### src/rtl/alu_issue_stage_if.sv
// Signal bundle between decode, the ALU issue stage and the ALU.
// The slave modport is the issue stage; the master modport is its environment.
interface alu_issue_stage_if;
  logic        in_valid;
  logic        in_ready;
  logic [3:0]  in_alu_op;
  logic [4:0]  in_rs1;
  logic [4:0]  in_rs2;
  logic [4:0]  in_rd;
  logic [31:0] in_rs1_data;
  logic [31:0] in_rs2_data;
  logic [31:0] in_imm;
  logic [31:0] in_pc;
  logic [1:0]  in_src1_sel;
  logic [1:0]  in_src2_sel;
  logic        in_rd_we;

  logic        out_valid;
  logic        out_ready;
  logic [3:0]  out_alu_op;
  logic [31:0] out_src1;
  logic [31:0] out_src2;
  logic [4:0]  out_rd;
  logic        out_rd_we;

  logic [31:0] ex_result;
  logic        wb_we;
  logic [4:0]  wb_rd;
  logic [31:0] wb_data;
  logic        ld_busy;
  logic [4:0]  ld_rd;
  logic        flush;
  logic [15:0] stall_cnt;

  modport master (
    output in_valid, in_alu_op, in_rs1, in_rs2, in_rd, in_rs1_data, in_rs2_data,
           in_imm, in_pc, in_src1_sel, in_src2_sel, in_rd_we, out_ready,
           ex_result, wb_we, wb_rd, wb_data, ld_busy, ld_rd, flush,
    input  in_ready, out_valid, out_alu_op, out_src1, out_src2, out_rd, out_rd_we,
           stall_cnt
  );

  modport slave (
    input  in_valid, in_alu_op, in_rs1, in_rs2, in_rd, in_rs1_data, in_rs2_data,
           in_imm, in_pc, in_src1_sel, in_src2_sel, in_rd_we, out_ready,
           ex_result, wb_we, wb_rd, wb_data, ld_busy, ld_rd, flush,
    output in_ready, out_valid, out_alu_op, out_src1, out_src2, out_rd, out_rd_we,
           stall_cnt
  );
endinterface

### src/rtl/alu_issue_stage.sv
// Single-entry ALU issue register with operand select, EX/WB forwarding,
// load-use hazard stalling and a saturating stall counter.
module alu_issue_stage #(
  parameter int unsigned FWD_EN = 1
) (
  input logic               clk,
  input logic               rst,
  alu_issue_stage_if.slave  bus
);

  logic        uses_rs1;
  logic        uses_rs2;
  logic        hazard;
  logic        accept;
  logic        issue;
  logic        fwd_on;
  logic [31:0] rs1_val;
  logic [31:0] rs2_val;
  logic [31:0] src1_nxt;
  logic [31:0] src2_nxt;

  assign fwd_on   = (FWD_EN != 0);
  assign uses_rs1 = (bus.in_src1_sel == 2'd0) || (bus.in_src1_sel == 2'd3);
  assign uses_rs2 = (bus.in_src2_sel == 2'd0) || (bus.in_src2_sel == 2'd3);

  assign hazard = bus.ld_busy && (bus.ld_rd != 5'd0) &&
                  ((uses_rs1 && (bus.in_rs1 == bus.ld_rd)) ||
                   (uses_rs2 && (bus.in_rs2 == bus.ld_rd)));

  assign issue        = bus.out_valid && bus.out_ready;
  assign bus.in_ready = !rst && (!bus.out_valid || bus.out_ready) && !hazard && !bus.flush;
  assign accept       = bus.in_valid && bus.in_ready;

  // The EX result only forwards when the producer actually leaves this stage this cycle.
  always_comb begin
    rs1_val = bus.in_rs1_data;
    if (bus.in_rs1 == 5'd0)
      rs1_val = '0;
    else if (fwd_on && issue && bus.out_rd_we && (bus.out_rd == bus.in_rs1))
      rs1_val = bus.ex_result;
    else if (fwd_on && bus.wb_we && (bus.wb_rd == bus.in_rs1))
      rs1_val = bus.wb_data;

    rs2_val = bus.in_rs2_data;
    if (bus.in_rs2 == 5'd0)
      rs2_val = '0;
    else if (fwd_on && issue && bus.out_rd_we && (bus.out_rd == bus.in_rs2))
      rs2_val = bus.ex_result;
    else if (fwd_on && bus.wb_we && (bus.wb_rd == bus.in_rs2))
      rs2_val = bus.wb_data;
  end

  always_comb begin
    src1_nxt = rs1_val;
    case (bus.in_src1_sel)
      2'd1:    src1_nxt = bus.in_pc;
      2'd2:    src1_nxt = 32'h0;
      default: src1_nxt = rs1_val;
    endcase

    src2_nxt = rs2_val;
    case (bus.in_src2_sel)
      2'd1:    src2_nxt = bus.in_imm;
      2'd2:    src2_nxt = 32'h4;
      default: src2_nxt = rs2_val;
    endcase
  end

  // Flush wins over accept/issue; in_ready is already low during flush.
  always_ff @(posedge clk) begin
    if (rst) begin
      bus.out_valid  <= 1'b0;
      bus.out_alu_op <= '0;
      bus.out_src1   <= '0;
      bus.out_src2   <= '0;
      bus.out_rd     <= '0;
      bus.out_rd_we  <= 1'b0;
      bus.stall_cnt  <= '0;
    end else begin
      if (bus.in_valid && hazard && !bus.flush && (bus.stall_cnt != 16'hFFFF))
        bus.stall_cnt <= bus.stall_cnt + 16'd1;

      if (bus.flush) begin
        bus.out_valid <= 1'b0;
      end else if (accept) begin
        bus.out_valid  <= 1'b1;
        bus.out_alu_op <= bus.in_alu_op;
        bus.out_src1   <= src1_nxt;
        bus.out_src2   <= src2_nxt;
        bus.out_rd     <= bus.in_rd;
        bus.out_rd_we  <= bus.in_rd_we;
      end else if (issue) begin
        bus.out_valid <= 1'b0;
      end
    end
  end

endmodule

### src/flat_wrapper.sv
// flat-port wrapper written by rule: the top's interface ports become plain ports
module alu_issue_stage_flat 
#(
  parameter int unsigned FWD_EN = 1
)
  (clk, rst, bus_in_valid, bus_in_alu_op, bus_in_rs1, bus_in_rs2, bus_in_rd, bus_in_rs1_data, bus_in_rs2_data, bus_in_imm, bus_in_pc, bus_in_src1_sel, bus_in_src2_sel, bus_in_rd_we, bus_out_ready, bus_ex_result, bus_wb_we, bus_wb_rd, bus_wb_data, bus_ld_busy, bus_ld_rd, bus_flush, bus_in_ready, bus_out_valid, bus_out_alu_op, bus_out_src1, bus_out_src2, bus_out_rd, bus_out_rd_we, bus_stall_cnt);
  alu_issue_stage_if bus_i ();
  input logic clk;
  input logic rst;
  input wire logic [$bits(bus_i.in_valid)-1:0] bus_in_valid;
  input wire logic [$bits(bus_i.in_alu_op)-1:0] bus_in_alu_op;
  input wire logic [$bits(bus_i.in_rs1)-1:0] bus_in_rs1;
  input wire logic [$bits(bus_i.in_rs2)-1:0] bus_in_rs2;
  input wire logic [$bits(bus_i.in_rd)-1:0] bus_in_rd;
  input wire logic [$bits(bus_i.in_rs1_data)-1:0] bus_in_rs1_data;
  input wire logic [$bits(bus_i.in_rs2_data)-1:0] bus_in_rs2_data;
  input wire logic [$bits(bus_i.in_imm)-1:0] bus_in_imm;
  input wire logic [$bits(bus_i.in_pc)-1:0] bus_in_pc;
  input wire logic [$bits(bus_i.in_src1_sel)-1:0] bus_in_src1_sel;
  input wire logic [$bits(bus_i.in_src2_sel)-1:0] bus_in_src2_sel;
  input wire logic [$bits(bus_i.in_rd_we)-1:0] bus_in_rd_we;
  input wire logic [$bits(bus_i.out_ready)-1:0] bus_out_ready;
  input wire logic [$bits(bus_i.ex_result)-1:0] bus_ex_result;
  input wire logic [$bits(bus_i.wb_we)-1:0] bus_wb_we;
  input wire logic [$bits(bus_i.wb_rd)-1:0] bus_wb_rd;
  input wire logic [$bits(bus_i.wb_data)-1:0] bus_wb_data;
  input wire logic [$bits(bus_i.ld_busy)-1:0] bus_ld_busy;
  input wire logic [$bits(bus_i.ld_rd)-1:0] bus_ld_rd;
  input wire logic [$bits(bus_i.flush)-1:0] bus_flush;
  output wire logic [$bits(bus_i.in_ready)-1:0] bus_in_ready;
  output wire logic [$bits(bus_i.out_valid)-1:0] bus_out_valid;
  output wire logic [$bits(bus_i.out_alu_op)-1:0] bus_out_alu_op;
  output wire logic [$bits(bus_i.out_src1)-1:0] bus_out_src1;
  output wire logic [$bits(bus_i.out_src2)-1:0] bus_out_src2;
  output wire logic [$bits(bus_i.out_rd)-1:0] bus_out_rd;
  output wire logic [$bits(bus_i.out_rd_we)-1:0] bus_out_rd_we;
  output wire logic [$bits(bus_i.stall_cnt)-1:0] bus_stall_cnt;
  assign bus_i.in_valid = bus_in_valid;
  assign bus_i.in_alu_op = bus_in_alu_op;
  assign bus_i.in_rs1 = bus_in_rs1;
  assign bus_i.in_rs2 = bus_in_rs2;
  assign bus_i.in_rd = bus_in_rd;
  assign bus_i.in_rs1_data = bus_in_rs1_data;
  assign bus_i.in_rs2_data = bus_in_rs2_data;
  assign bus_i.in_imm = bus_in_imm;
  assign bus_i.in_pc = bus_in_pc;
  assign bus_i.in_src1_sel = bus_in_src1_sel;
  assign bus_i.in_src2_sel = bus_in_src2_sel;
  assign bus_i.in_rd_we = bus_in_rd_we;
  assign bus_i.out_ready = bus_out_ready;
  assign bus_i.ex_result = bus_ex_result;
  assign bus_i.wb_we = bus_wb_we;
  assign bus_i.wb_rd = bus_wb_rd;
  assign bus_i.wb_data = bus_wb_data;
  assign bus_i.ld_busy = bus_ld_busy;
  assign bus_i.ld_rd = bus_ld_rd;
  assign bus_i.flush = bus_flush;
  assign bus_in_ready = bus_i.in_ready;
  assign bus_out_valid = bus_i.out_valid;
  assign bus_out_alu_op = bus_i.out_alu_op;
  assign bus_out_src1 = bus_i.out_src1;
  assign bus_out_src2 = bus_i.out_src2;
  assign bus_out_rd = bus_i.out_rd;
  assign bus_out_rd_we = bus_i.out_rd_we;
  assign bus_stall_cnt = bus_i.stall_cnt;
  alu_issue_stage #(.FWD_EN(FWD_EN)) u_core (.clk(clk), .rst(rst), .bus(bus_i));
endmodule
### config.mk
export PLATFORM = sky130hd
export DESIGN_NAME = alu_issue_stage_flat
export DESIGN_NICKNAME = d
export VERILOG_FILES = /design/src/rtl/alu_issue_stage_if.sv /design/src/rtl/alu_issue_stage.sv /design/src/flat_wrapper.sv
export SDC_FILE = /design/constraint.sdc
export NUM_CORES = 1
export LEC_CHECK = 0
export CORE_UTILIZATION = 47
export CTS_BUF_LIST = sky130_fd_sc_hd__clkbuf_4 sky130_fd_sc_hd__clkbuf_8
export CTS_CLUSTER_DIAMETER = 80
export DETAILED_ROUTE_END_ITERATION = 7
export PLACE_DENSITY = 0.95
export SLEW_MARGIN = 20
export SYNTH_ARGS = -nofsm -noshare
export SYNTH_HDL_FRONTEND = slang
export SYNTH_SLANG_ARGS = --single-unit
export TNS_END_PERCENT = 5
### constraint.sdc
create_clock -name clk -period 7 [get_ports clk]
set_clock_uncertainty 0.1 [all_clocks]
set_input_delay 1.4 -clock clk [delete_from_list [all_inputs] [get_ports clk]]
set_output_delay 1.4 -clock clk [all_outputs]
set_load 0.02 [all_outputs]
==> metrics list <==
- Max_slew headroom: 0.287
- For this run, design rule violations remaining after detail routing come to 0.
- The worst setup path is captured at an output port.
- Number of maximum-capacitance constraint violations: 0
* Cell area after technology mapping: between 7000 and 8000 µm²
- In the synthesized netlist the async set-or-reset flop fraction comes to 0.
- WP data required: approximately 5500 ps
* Actual transition at the worst max-transition pin: ~1100 ps
* Flip-flop and latch count after synthesis: 91
* Final hold violations: 0
- Top cells by instance count after synthesis: sky130_fd_sc_hd__nand2_1 (105), sky130_fd_sc_hd__dfxtp_1 (91), sky130_fd_sc_hd__a211oi_1 (65)
* Number of vias per cell after detailed routing: around 6.8
- The floorplan step defined a die boundary enclosing about 16000 µm².
- Once detail routing completed, the nets flagged for antenna violations numbered 0.
* Final-stage net count: 1366
- Of the synthesized area, sequential elements account for 0.250.
- Adding up every negative setup slack in the final design gives 0 ps.
- For this run the aggregate overflow at the end of global routing stands at 0.
* Hold_buf cts: 0
- Entering global routing, the biggest net connects 90 pins.
* Most instantiated flip-flop cell in the synthesis netlist: sky130_fd_sc_hd__dfxtp_1
* Vias in the first global route: 8753
* Multi-input combinational cell area: approximately 4700 µm²
- Standard cell area after detailed placement: 10300 µm²
- Mean instance size in the synthesized netlist: between 8 and 9 µm²
- Once the clock tree was built, the setup fixing pass inserted 0 buffers.
- Ranking of synthesized cells by area: sky130_fd_sc_hd__dfxtp_1 (25%), sky130_fd_sc_hd__a211oi_1 (6.7%), sky130_fd_sc_hd__a21boi_0 (6.6%)
- Core Area: 15200 µm²
- Routability congestion estimate from global placement: a little under 0.9
- Counting along the longest clock path gives a buffer depth of 2.
- Crit path arrival time: 3820 ps
* Largest area contributor in the synthesized netlist: sky130_fd_sc_hd__dfxtp_1
- Outcome: finished, final reports clean
- TritonCTS clock tree: yes
- The later pin in the worst-skew pair is clocked with a latency of around 380 ps.
- Chip Width: 127 µm
* H-tree levels: 3
* Top-Level Pins: around 330
* Standby leakage power: 3.42 nW
* Final instance area: around 10000 µm²
- Via total after detailed routing: approximately 9000
- Fraction of layout instances using a drive strength above 1: 0.0838
- Maximum net fanout on the critical path: 5
- Fraction of synthesized cell area taken by the top area cell type: 0.250
* Iteration-0 DRC count of the detailed router: 1319
* Pwr per Cell Area: between 100 and 150 nW/µm²
* Site row count: 45
* WL/cell: 23.6 µm
- The wire-length estimate of the detail-placed layout is 20400 µm.
- Final clock period utilization by the worst path: 0.760
* RSZ-0062 raised after global routing: no
- Finished Core Util: 0.690
- Clock-pin slew was measured on the worst setup and hold paths at around 100 ps.
- Counting every sink on the clock net gives between 90 and 100.
* Number of warning messages in the yosys log: 0
- Initial core utilization: 0.480
* Final worst path period need: around 5300 ps
- The first global-routing pass estimated around 48000 µm of wire.
- STA classifies the critical path startpoint as an input pin.
- The max-slew violation count came to 0.
* Global-route usage over all layers: 0.385
* # fillers: about 1200
- After clock tree synthesis, the repair step resized 0 gates.
- The most common cell in the synthesized netlist is sky130_fd_sc_hd__nand2_1.
* Distinct cell type count after synthesis: 56
* Number of enable flip-flop cells after synthesis: 0
- Setup violations remaining at the end of the flow were counted as 0.
* Vertical die dimension: 127 µm
- Detailed Route WL: 31200 µm
- The worst setup path is of the input pin to output port kind.
- Across the VDD grid, the largest voltage drop is roughly 0.00011 V.
- Antenna violations before repair: 2
* Router iterations before antenna repair: 5
- Sequential cell area: 1820 µm²
* Highest clock rate: about 190 MHz
- Type of the most critical hold path: register to register
- Input and output buffers added on the ports amount to 324.
- Across all hold checks on the routed design, the worst slack comes to 412 ps.
- Post-Syn Nets: around 1100
- Instance count of the mapped netlist: 882
- The area growth from synthesis to layout is 43.8%.
* Root cell of the clock tree: sky130_fd_sc_hd__clkbuf_8
- Number of clock buffers inserted by TritonCTS: 9
-- cell families (layout without fill, tap and decap cells) --
logic type      count (synthesis)  after routing  share of synthesized area
compound gates                317            317                      0.364
xor+xnor                       30             30                     0.0360
fa+ha+maj                       4              4                    0.00686
buf+inv                       140            392                      0.111
flops                          91             91                      0.250
mux                            17             17                     0.0262
other cells                     0              2                          0
simple gates                  283            283                      0.206
-- flip-flops by register name (all words and copies together) (netlist names) --
signal,flops
u_core.bus.out_alu_op,4
u_core.bus.out_rd,5
u_core.bus.out_rd_we,1
u_core.bus.out_src1,32
u_core.bus.out_src2,32
u_core.bus.out_valid,1
u_core.bus.stall_cnt,16
-- cell usage in the layout (no fill, tap or decap), drive strengths merged, types with 15 or more instances in the layout --
cell type and n:
a21boi 64, a311oi 65, nor3 37, a31oi 32
nand3 40, nand2 105, clkdlybuf4s50 323, dfxtp 91
mux2 17, a211oi 65, inv 38, o311ai 33
buf 15, o31ai 38, nor3b 33, nor2b 20
xnor2 20
-- path summary, 6_finish.rpt --
| kind | start | endpoint | slack [ps] | depth (start not counted) |
|---|---|---|---|---|
| hold reg to reg | u_core.bus.stall_cnt[4] | u_core.bus.stall_cnt[4] | 410 | 2 |
| setup reg to reg | u_core.bus.out_rd_we | u_core.bus.out_src1[12] | 3860 | 5 |
| setup / recovery | bus_ld_rd[0] | bus_in_ready | 1680 | 7 |
| hold / removal | u_core.bus.stall_cnt[4] | u_core.bus.stall_cnt[4] | 410 | 2 |
-- where the power goes --
| group | leakage, nW | switching, mW | internal [mW] |
|---|---|---|---|
| clock network | 0.101 | 0.216 | 0.200 |
| registers | 0.745 | 0.0192 | 0.549 |
| logic | 2.57 | 0.285 | 0.266 |
-- layout make-up --
type,count,share of cell area
multi-input combinational,651,0.450
timing repair buffer,338,0.319
sequential,91,0.174
tap,188,0.0224
inverter,38,0.0136
clock buffer,9,0.0118
clock inverter,7,0.00882
antenna,2,0.000477
-- worst max-delay path: stages --
cell and delay [ps]:
sky130_fd_sc_hd__clkdlybuf4s50_1 470, sky130_fd_sc_hd__or4_4 560, sky130_fd_sc_hd__o21a_4 260, sky130_fd_sc_hd__inv_1 110, sky130_fd_sc_hd__nor2_1 80, sky130_fd_sc_hd__nor4b_1 270
sky130_fd_sc_hd__clkdlybuf4s50_1 670
-- metrics by stage --
step	cells	setup WS [ps]	total power, mW
final	1324	1680	1.54
after global routing	1323	1580	1.58
after CTS	1322	1670	1.52
after detailed placement	1306	1690	1.12
after global placement	1306	1730	1.11
after floorplan	882	2270	0.852
-- per-layer routing --
metal,up-vias,GRT usage,part of all wire
met5,-,0,0
met4,0,0.210,0.050
met3,138,0.0890,0.12
met2,788,0.625,0.46
met1,4237,0.471,0.37
li1,3881,-,-
Note: power is estimated with default switching activity, not from simulation.
